File: config.mk
export PLATFORM = sky130hd
export DESIGN_NAME = ws281x_pixel_tx
export DESIGN_NICKNAME = d
export VERILOG_FILES = /design/src/rtl/ws281x_pixel_tx.sv
export SDC_FILE = /design/constraint.sdc
export NUM_CORES = 1
export LEC_CHECK = 0
export BUFFER_PORTS_ARGS = -buffer_cell sky130_fd_sc_hd__buf_2
export CAP_MARGIN = 15
export CORE_MARGIN = 10
export CORE_UTILIZATION = 34
export CTS_BUF_LIST = sky130_fd_sc_hd__clkbuf_16
export DETAILED_ROUTE_END_ITERATION = 8
export PLACE_DENSITY = 0.52
export SYNTH_ARGS = -nofsm -noshare
export SYNTH_HDL_FRONTEND = slang
export SYNTH_SLANG_ARGS = --single-unit
File: constraint.sdc
create_clock -name clk -period 3.43 [get_ports clk]
set_input_delay 0.686 -clock clk [delete_from_list [all_inputs] [get_ports clk]]
set_output_delay 0.686 -clock clk [all_outputs]
set_load 0.005 [all_outputs]
File: src/rtl/ws281x_pixel_tx.sv
// ws281x_pixel_tx
//   Serialises whole pixel words onto a WS281x one-wire LED data line.
//   Bits go out MSB first. Each bit lasts T_BIT clocks: the line is high for
//   T1H clocks for a '1' and T0H clocks for a '0', then low for the rest of
//   the bit. When a frame ends, the block holds the line low for RESET_CYCLES
//   clocks so the strip latches. One instance drives one strip.
//
// Ports
//   clk        : system clock
//   rst        : asynchronous active-high reset (starts a full latch period)
//   pix_data   : pixel word, MSB transmitted first
//   pix_last   : marks pix_data as the last pixel of the frame
//   pix_valid  : pix_data / pix_last are valid
//   pix_ready  : a pixel can be accepted this cycle (combinational)
//   dout       : registered strip data line
//   busy       : block is not idle
//   latch_done : one-cycle pulse when a latch period completes
//   underrun   : one-cycle pulse when a pixel ends with nothing queued behind
//                it and pix_last was not set
module ws281x_pixel_tx #(
  parameter int BITS_PER_PIXEL = 24,
  parameter int T_BIT          = 125,
  parameter int T0H            = 24,
  parameter int T1H            = 60,
  parameter int RESET_CYCLES   = 2500
) (
  input  logic                      clk,
  input  logic                      rst,
  input  logic [BITS_PER_PIXEL-1:0] pix_data,
  input  logic                      pix_last,
  input  logic                      pix_valid,
  output logic                      pix_ready,
  output logic                      dout,
  output logic                      busy,
  output logic                      latch_done,
  output logic                      underrun
);

  localparam int CNT_MAX = (T_BIT > RESET_CYCLES) ? T_BIT : RESET_CYCLES;
  localparam int CW      = (CNT_MAX > 1) ? $clog2(CNT_MAX) : 1;
  localparam int BW      = (BITS_PER_PIXEL > 1) ? $clog2(BITS_PER_PIXEL) : 1;

  localparam logic [CW-1:0] TBIT_LAST  = CW'(T_BIT - 1);
  localparam logic [CW-1:0] T0H_LAST   = CW'(T0H - 1);
  localparam logic [CW-1:0] T1H_LAST   = CW'(T1H - 1);
  localparam logic [CW-1:0] RESET_LAST = CW'(RESET_CYCLES - 1);
  localparam logic [BW-1:0] BIDX_LAST  = BW'(BITS_PER_PIXEL - 1);

  // Timing parameters that would give a malformed waveform stop elaboration.
  if (BITS_PER_PIXEL < 1) begin : g_chk_bpp
    $error("ws281x_pixel_tx: BITS_PER_PIXEL must be >= 1");
  end
  if (T0H < 1 || T0H >= T1H) begin : g_chk_t0h
    $error("ws281x_pixel_tx: T0H must satisfy 1 <= T0H < T1H");
  end
  if (T1H >= T_BIT) begin : g_chk_t1h
    $error("ws281x_pixel_tx: T1H must be < T_BIT");
  end
  if (RESET_CYCLES < 1) begin : g_chk_reset
    $error("ws281x_pixel_tx: RESET_CYCLES must be >= 1");
  end

  typedef enum logic [1:0] {IDLE, SHIFT, LATCH} state_t;

  state_t                    state_q, state_n;
  logic [CW-1:0]             cnt_q, cnt_n;
  logic [BW-1:0]             bidx_q, bidx_n;
  logic [BITS_PER_PIXEL-1:0] shreg_q, shreg_n;
  logic                      last_q, last_n;
  logic                      dout_q, dout_n;
  logic                      latch_done_q, latch_done_n;
  logic                      underrun_q, underrun_n;

  logic                      final_cycle;
  logic                      accept;
  logic [CW-1:0]             txh_last;

  // Last clock of the last bit of the current pixel.
  assign final_cycle = (cnt_q == TBIT_LAST) && (bidx_q == BIDX_LAST);

  // A follow-on pixel is only taken in the very last cycle of the current
  // one, so rising edges stay exactly T_BIT apart across pixel boundaries.
  assign pix_ready = (state_q == IDLE) ||
                     ((state_q == SHIFT) && final_cycle && !last_q);
  assign accept    = pix_valid && pix_ready;
  assign busy      = (state_q != IDLE);

  // The current bit sits in the MSB of the shift register.
  assign txh_last  = shreg_q[BITS_PER_PIXEL-1] ? T1H_LAST : T0H_LAST;

  assign dout       = dout_q;
  assign latch_done = latch_done_q;
  assign underrun   = underrun_q;

  // Reset lands in LATCH so a bit truncated by reset is always followed by a
  // full latch gap before the next frame.
  always_ff @(posedge clk or posedge rst) begin
    if (rst) begin
      state_q      <= LATCH;
      cnt_q        <= '0;
      bidx_q       <= '0;
      shreg_q      <= '0;
      last_q       <= 1'b0;
      dout_q       <= 1'b0;
      latch_done_q <= 1'b0;
      underrun_q   <= 1'b0;
    end else begin
      state_q      <= state_n;
      cnt_q        <= cnt_n;
      bidx_q       <= bidx_n;
      shreg_q      <= shreg_n;
      last_q       <= last_n;
      dout_q       <= dout_n;
      latch_done_q <= latch_done_n;
      underrun_q   <= underrun_n;
    end
  end

  // Next-state logic. Acceptance of a pixel is handled once after the case
  // statement because it looks the same from IDLE and from a pixel boundary.
  always_comb begin
    state_n      = state_q;
    cnt_n        = cnt_q;
    bidx_n       = bidx_q;
    shreg_n      = shreg_q;
    last_n       = last_q;
    dout_n       = dout_q;
    latch_done_n = 1'b0;
    underrun_n   = 1'b0;

    unique case (state_q)
      IDLE: begin
        cnt_n  = '0;
        dout_n = 1'b0;
      end

      SHIFT: begin
        if (cnt_q == TBIT_LAST) begin
          if (bidx_q != BIDX_LAST) begin
            shreg_n = shreg_q << 1;
            bidx_n  = bidx_q + 1'b1;
            cnt_n   = '0;
            dout_n  = 1'b1;
          end else if (last_q) begin
            state_n = LATCH;
            cnt_n   = '0;
            dout_n  = 1'b0;
          end else if (!pix_valid) begin
            state_n    = IDLE;
            cnt_n      = '0;
            dout_n     = 1'b0;
            underrun_n = 1'b1;
          end
        end else begin
          cnt_n = cnt_q + 1'b1;
          // Dropping here leaves the line high for exactly TxH cycles.
          if (cnt_q == txh_last) begin
            dout_n = 1'b0;
          end
        end
      end

      LATCH: begin
        dout_n = 1'b0;
        if (cnt_q == RESET_LAST) begin
          state_n      = IDLE;
          cnt_n        = '0;
          latch_done_n = 1'b1;
        end else begin
          cnt_n = cnt_q + 1'b1;
        end
      end

      default: begin
        state_n = LATCH;
        cnt_n   = '0;
        dout_n  = 1'b0;
      end
    endcase

    if (accept) begin
      state_n = SHIFT;
      shreg_n = pix_data;
      last_n  = pix_last;
      bidx_n  = '0;
      cnt_n   = '0;
      dout_n  = 1'b1;
    end
  end

endmodule

==> results of run 1 <==
[cells by family after synthesis]
group / count (synthesis)
fa+ha+maj: 6
compound gates: 15
simple gates: 69
xor+xnor: 14
flops: 47
mux: 42
buf+inv: 21
[path summary, 6_finish.rpt]
check                                  end  cells after the start
worst min-delay path            state_q[0]                      1
min in group asynchronous       shreg_q[8]                      2
worst max register to register  shreg_q[5]                      5
worst max-delay path             pix_ready                      5
worst min register to register  state_q[0]                      1
max in group asynchronous       shreg_q[3]                      2
[worst max-delay path, cell delays in order (launching register included)]
cell and delay [ns]:
dfrtp_1 0.43, or4_4 0.58, nor4_4 0.46, a21oi_2 0.14
clkinv_2 0.14, buf_2 0.14
[area by class of cell]
type	count	area, um2	area share (%)
inverter	11	42.54	1.453
timing repair buffer	34	175.2	5.983
clock inverter	3	23.77	0.8120
sequential	47	1177	40.21
tap	99	123.9	4.231
clock buffer	5	125.1	4.274
multi-input combinational	146	1260	43.03
[stage by stage]
| stage | worst slack (ns) | instances | power (mW) | utilization [%] | area [um2] |
|---|---|---|---|---|---|
| 6_report | 0.5552 | 345 | 2.025 | 40.37 | 2928 |
| 5_1_grt | 0.4028 | 345 | 2.172 | 40.37 | 2928 |
| 4_1_cts | 0.5447 | 345 | 2.061 | 40.37 | 2928 |
| 3_5_place_dp | 0.7733 | 337 | 1.555 | 38.31 | 2779 |
| 3_3_place_gp | 0.8335 | 337 | 1.537 | 38.31 | 2779 |
| 2_1_floorplan | 1.103 | 214 | 1.378 | - | 2540 |
[cells in the mapped netlist, drive strengths merged]
cell     n
xnor2    3
buf      6
inv     10
and3     4
and4     1
and2     1
nand4b   4
nand4    6
a211oi   2
dfstp    1
nand3b   1
nand3   15
dfrtp   46
or4      2
clkinv   1
nor2    21
nand2b   1
o211ai   1
nor3     1
o21ai    7
o22ai    1
clkbuf   4
nand2    7
or4b     1
xor2    11
mux2i    5
ha       6
a21o     1
a21oi    3
nor4     4
mux2    37
[report_power, final]
part	total (mW)	internal [mW]	switching [mW]	leakage [nW]
clock network	0.491	0.273	0.218	0.0664
registers	0.845	0.734	0.110	0.599
logic	0.690	0.399	0.291	0.754
[routing by layer]
layer  part of all wire (%)  wire, um  vias up
li1                       -         -      810
met1                     49      2506      824
met2                     48      2450       19
met3                    2.2       112        6
met4                    1.0        51        0
met5                      0         0        -
[flip-flops by register name, indices dropped and copies added, names as in the netlist]
register,flops
latch_done,1
last_q,1
shreg_q,24
dout,1
state_q,2
cnt_q,12
underrun,1
bidx_q,5
==> impl_metrics.ini, run 1 <==
[outcome]
status = complete, no violations

[sta]
whs_ns = 0.5210
timing_hold_violations_final = 0
skew_ns = 0.003459
finalCritPeriodShare_pct = 83.81
slew_viol_final = 0
tns_ns = 0
finalSetupViolations = 0
fmax_mhz = 347.9
worst_pin_slew_ns = 0.9956
min_period_ns = 2.875
max_slew_margin_pct = 33.53
rsz0062_at_grt = no

[yosys]
yosys.area.top_type = dfrtp_1
netlist.area_leader.share_pct = 45.32
synth_compound_area_share_pct = 3.547
synthCells = 214
syn_area_per_cell_um2 = 11.87
synthMuxAreaShare_pct = 21.63
synth-seq-cells = 47
seq_area_frac_synth_pct = 46.35
synth.cell_area_um2 = 2540
ys_types = 41
synth_fa_ha_area_share_pct = 2.956
yosys_warnings = 0
synth_nets = 248
synthSimpleGateAreaFrac_pct = 16.65
synthXorXnorAreaFrac_pct = 4.828
synth_top_family_by_area = multiplexers
ys_top_cells_by_area = dfrtp_1 45%, mux2_4 13%, mux2_2 6.7%, xor2_1 3.8%, nor2_1 3.1%

[route]
drt_wl_total_mm = 5.122
dr.pass1.iters = 4
route.vias.total = 1659
avgRoutedWirePerCell_um = 14.85
ant_nets = 0
route.detailed.vias_per_inst = 4.809
first_iter_violations = 54
route.detailed.drc = 0

[die]
die_height_um = 106.4
die_w_um = 106.4
io_pins = 33
fp.coreArea_um2 = 7253
start_util_pct = 35.02
die_area_um2 = 11330
num_rows = 31

[global_route]
grt_usage_pct = 9.462
grt.overflow.total = 0
antenna_found_initial = 0
grt_max_degree = 48
grt_util_met1_pct = 12.37
gr-max-usage-layer = met2
use_met3_pct = 2.295
grt_pass1_wl_mm = 8.901
grt_use_met2_pct = 15.19
grt_pass1_vias = 1809

[clocking]
cts_buffers = 5
hold_buffers = 0
clkTransAtPathRegs_ns = 0.07
cts_buffer_depth = 2
clock_latency_ns = 0.29
clock_sinks = 47
post_cts_resized = 0
cts_tree = yes
cts.htree.levels = 2
post_cts_buffers = 0
cts-root-buf = clkbuf_16

[finish]
fillers = 723
synthToLayoutAreaGrowth_pct = 15.27
final_nets = 279
final_common_cell = dfrtp_1
layout_common_cells = 46 x dfrtp_1, 32 x buf_2, 22 x mux2_4, 21 x nor2_1, 15 x mux2_2
layout-drive-gt1-share_pct = 36.99
diodes = 0

[critical_path]
crit_type = reg -> out
worstPathArrival_ns = 2.19
r2r_slack_ns = 0.78
crit_fanout = 8
worstSetupStartpoint = cnt_q[7]
startpoint_type = flip-flop
rr_startpoint = cnt_q[7]
end_kind = output pin
crit_required_ns = 2.74

[worst_hold_path]
hold_start = state_q[0]
hold_class = reg -> reg

[power_and_ir_drop]
leakage_nw = 1.419
power.density_nw_per_um2 = 691.6
ir_worst_vdd_uv = 296.0

[place]
place.gp.congestion = 0.7372
dp_hpwl_mm = 3.583
port_buffers = 32

[run]
cap_violations = 0
No activity file was read; power rests on OpenSTA's default activity.
==> run 2, diff against run 1 <==
- ABC_AREA: default -> 1
- PLACE_DENSITY: 0.52 -> 0.53
- clock period: 3.43 -> 2.3 ns (I/O delays scaled with it)
==> run 2 against run 1 <==
Clock power increased by 50%. Clock skew increased by 0.0053 ns. Sequential power decreased by 2%. Critical path depth increased by 3. Worst hold slack got worse by 0.20 ns. Sequential cell count unchanged. Critical endpoint unchanged. First-iteration DRC count increased by 98%. Register-to-register slack got worse by 0.35 ns. Core utilization increased by 0.24 points.
==> impl_metrics.ini, run 2 <==
[sta]
finalCritPeriodShare_pct = 91.12
whs_ns = 0.3195
slew_viol_final = 0
min_period_ns = 2.096
tns_ns = 0
worst_pin_slew_ns = 0.6112
fmax_mhz = 477.2
finalSetupViolations = 0
max_slew_margin_pct = 59.25
skew_ns = 0.008752
layout_setup_ws_ns = 0.2043
timing_hold_violations_final = 0
rsz0062_at_grt = no

[critical_path]
path_common_cell = nand2_1
end_kind = output pin
crit_required_ns = 1.84
r2r_slack_ns = 0.43
worstPathArrival_ns = 1.64
crit_chain = ha_1 > nand2_1 > inv_1 > nand2_1 > nor2_2 > nand3_2 > nand2_4 > buf_2
worstSetupStartpoint = bidx_q[1]
crit_fanout = 6
r2r_end = cnt_q[2]
ff2ff_path_depth = 10
cp.depth = 8
cp-endpoint = pix_ready
crit_type = reg -> out
cp_num_buf_inv = 2
critPathTopFamily = simple AND/OR/NAND/NOR gates
crit_path_top_delay_cell = dfrtp_1
crit_path_max_incr_delay_ns = 0.38
rr_startpoint = bidx_q[0]
startpoint_type = flip-flop

[finish]
layout_common_cells = 101 x nand2_1, 46 x dfrtp_1, 43 x nand3_1, 32 x buf_2, 27 x nand4_1
top_register = shreg_q
diodes = 0
finish.instance_area_um2 = 3187
final_nets = 419
largest_register_ffs = 24
fin_cells = 488
layout_top_registers = shreg_q: 24 flops, cnt_q: 12 flops, bidx_q: 5 flops
layout-drive-gt1-share_pct = 18.13
synthToLayoutAreaGrowth_pct = 14.47
final_common_cell = nand2_1
utilization_pct = 40.61

[yosys]
synth_common_cells = 101 x nand2_1, 46 x dfrtp_1, 43 x nand3_1, 27 x nand4_1, 27 x nor2_1
ys_types = 26
synth_nets = 391
ys_top_cells_by_area = dfrtp_1 41%, nand2_1 14%, nand3_1 7.7%, nand3b_1 7.0%, nand4_1 6.1%
yosys_most_used_dff = dfrtp_1
synth.most_common_cell = nand2_1
synth_edf_count = 0
synth.cell_area_um2 = 2784
yosys_warnings = 0
netlist.area_leader.share_pct = 41.35
yosys.area.top_type = dfrtp_1
synth-seq-cells = 47
seq_area_frac_synth_pct = 42.29
syn_area_per_cell_um2 = 7.798
synthArstFlopShare_pct = 100.0
synthCells = 357

[route]
avgRoutedWirePerCell_um = 13.40
route.detailed.vias_per_inst = 4.865
drt_wl_total_mm = 6.540
route.vias.total = 2374
route.detailed.drc = 0
dr.pass1.iters = 4
ant_nets = 0
first_iter_violations = 107

[place]
place.gp.congestion = 0.8482
pre_cts_slack_ns = 0.4445
port_buffers = 32
dp_cells = 480
placed_area_um2 = 3035
dp_hpwl_mm = 4.520

[power_and_ir_drop]
power.density_nw_per_um2 = 506.8
power_mw = 1.615
leakage_nw = 1.606
ir_worst_vdd_uv = 227.8

[clocking]
cts_buffers = 5
clock_latency_ns = 0.29
cts_buffer_depth = 2
clkTransAtPathRegs_ns = 0.07
hold_buffers = 0
cts_tree = yes
cts.htree.levels = 2
clock_sinks = 47
cts-root-buf = clkbuf_16
post_cts_buffers = 0

[global_route]
grt.overflow.total = 0
grt_pass1_vias = 2335
grt_usage_pct = 10.57
grt_max_degree = 48
grt_pass1_wl_mm = 11.32
antenna_found_initial = 0

[worst_hold_path]
hold_class = in -> async

[die]
fp.coreArea_um2 = 7848
io_pins = 33
die_height_um = 110.5
num_rows = 32
die_area_um2 = 12210
die_w_um = 110.5
start_util_pct = 35.48

[outcome]
status = complete, no violations

[run]
cap_violations = 0
## run 2: cell types whose count changed after synthesis, moves of 4 or more
cell,previous run,this run
nor2_1,21,27
nand4_1,6,27
inv_1,10,22
buf_2,3,7
nand3_1,14,43
mux2i_1,5,0
nand2_1,6,101
inv_2,0,7
xor2_1,11,7
nand3b_1,1,26
mux2_2,15,0
mux2_4,22,0
## run 2: per-layer routing
metal / vias up / track usage (%) / share of wire, %
met1: 1113 / 14.29 / 51
met4: 0 / 2.936 / 0.86
met2: 34 / 16.04 / 44
li1: 1223 / - / -
met3: 4 / 2.863 / 3.8
met5: - / 0 / 0
## run 2: timing repair
| item | 4_1_cts | 5_1_grt |
|---|---|---|
| resized for setup | 0 | 1 |
| endpoints found under the hold margin | 0 | 0 |
| setup endpoints to repair | 0 | 1 |
## run 2: cells by family (layout without fill, tap and decap cells)
logic type               count (synthesis)  in the layout  share of synthesized area [%]
AO/OA/AOI/OAI                            8              8                          1.528
buffers and inverters                   50             79                          8.809
XOR/XNOR                                 9              9                          2.832
AND/OR/NAND/NOR                        237            237                          41.84
adder cells (fa/ha/maj)                  6              6                          2.697
flip-flops                              47             47                          42.29
## run 2: final cells by class
type / instances / area [um2]
fill: 860 / 4661
inverter: 29 / 108.9
timing repair buffer: 42 / 260.3
clock buffer: 5 / 125.1
tap: 102 / 127.6
clock inverter: 3 / 23.77
multi-input combinational: 260 / 1364
sequential: 47 / 1177
## run 2: worst min path at each step
stage / from / to / cells past startpoint
global route: rst / shreg_q[13] / 3
finish: rst / shreg_q[15] / 3
detailed placement: shreg_q[10] / shreg_q[10] / 2
floorplan: shreg_q[0] / shreg_q[0] / 2
global placement: shreg_q[8] / shreg_q[8] / 2
CTS: rst / shreg_q[13] / 3
## run 2: worst register-to-register path, cell delays in order (launching register included)
cell and delay, ns:
dfrtp_1 0.40, ha_1 0.23, nand2_1 0.06, inv_1 0.04, nand2_1 0.18, nor2_2 0.06
nand3_2 0.09, nand2_4 0.08, nand2_4 0.20, nand3_2 0.28, nor2_1 0.17
## run 2: power breakdown
part	internal (mW)	leakage, nW	switching, mW	total, mW
Combinational	0.0233	1.02	0.0291	0.0524
Sequential	0.826	0.524	0	0.826
Clock	0.407	0.0664	0.330	0.736
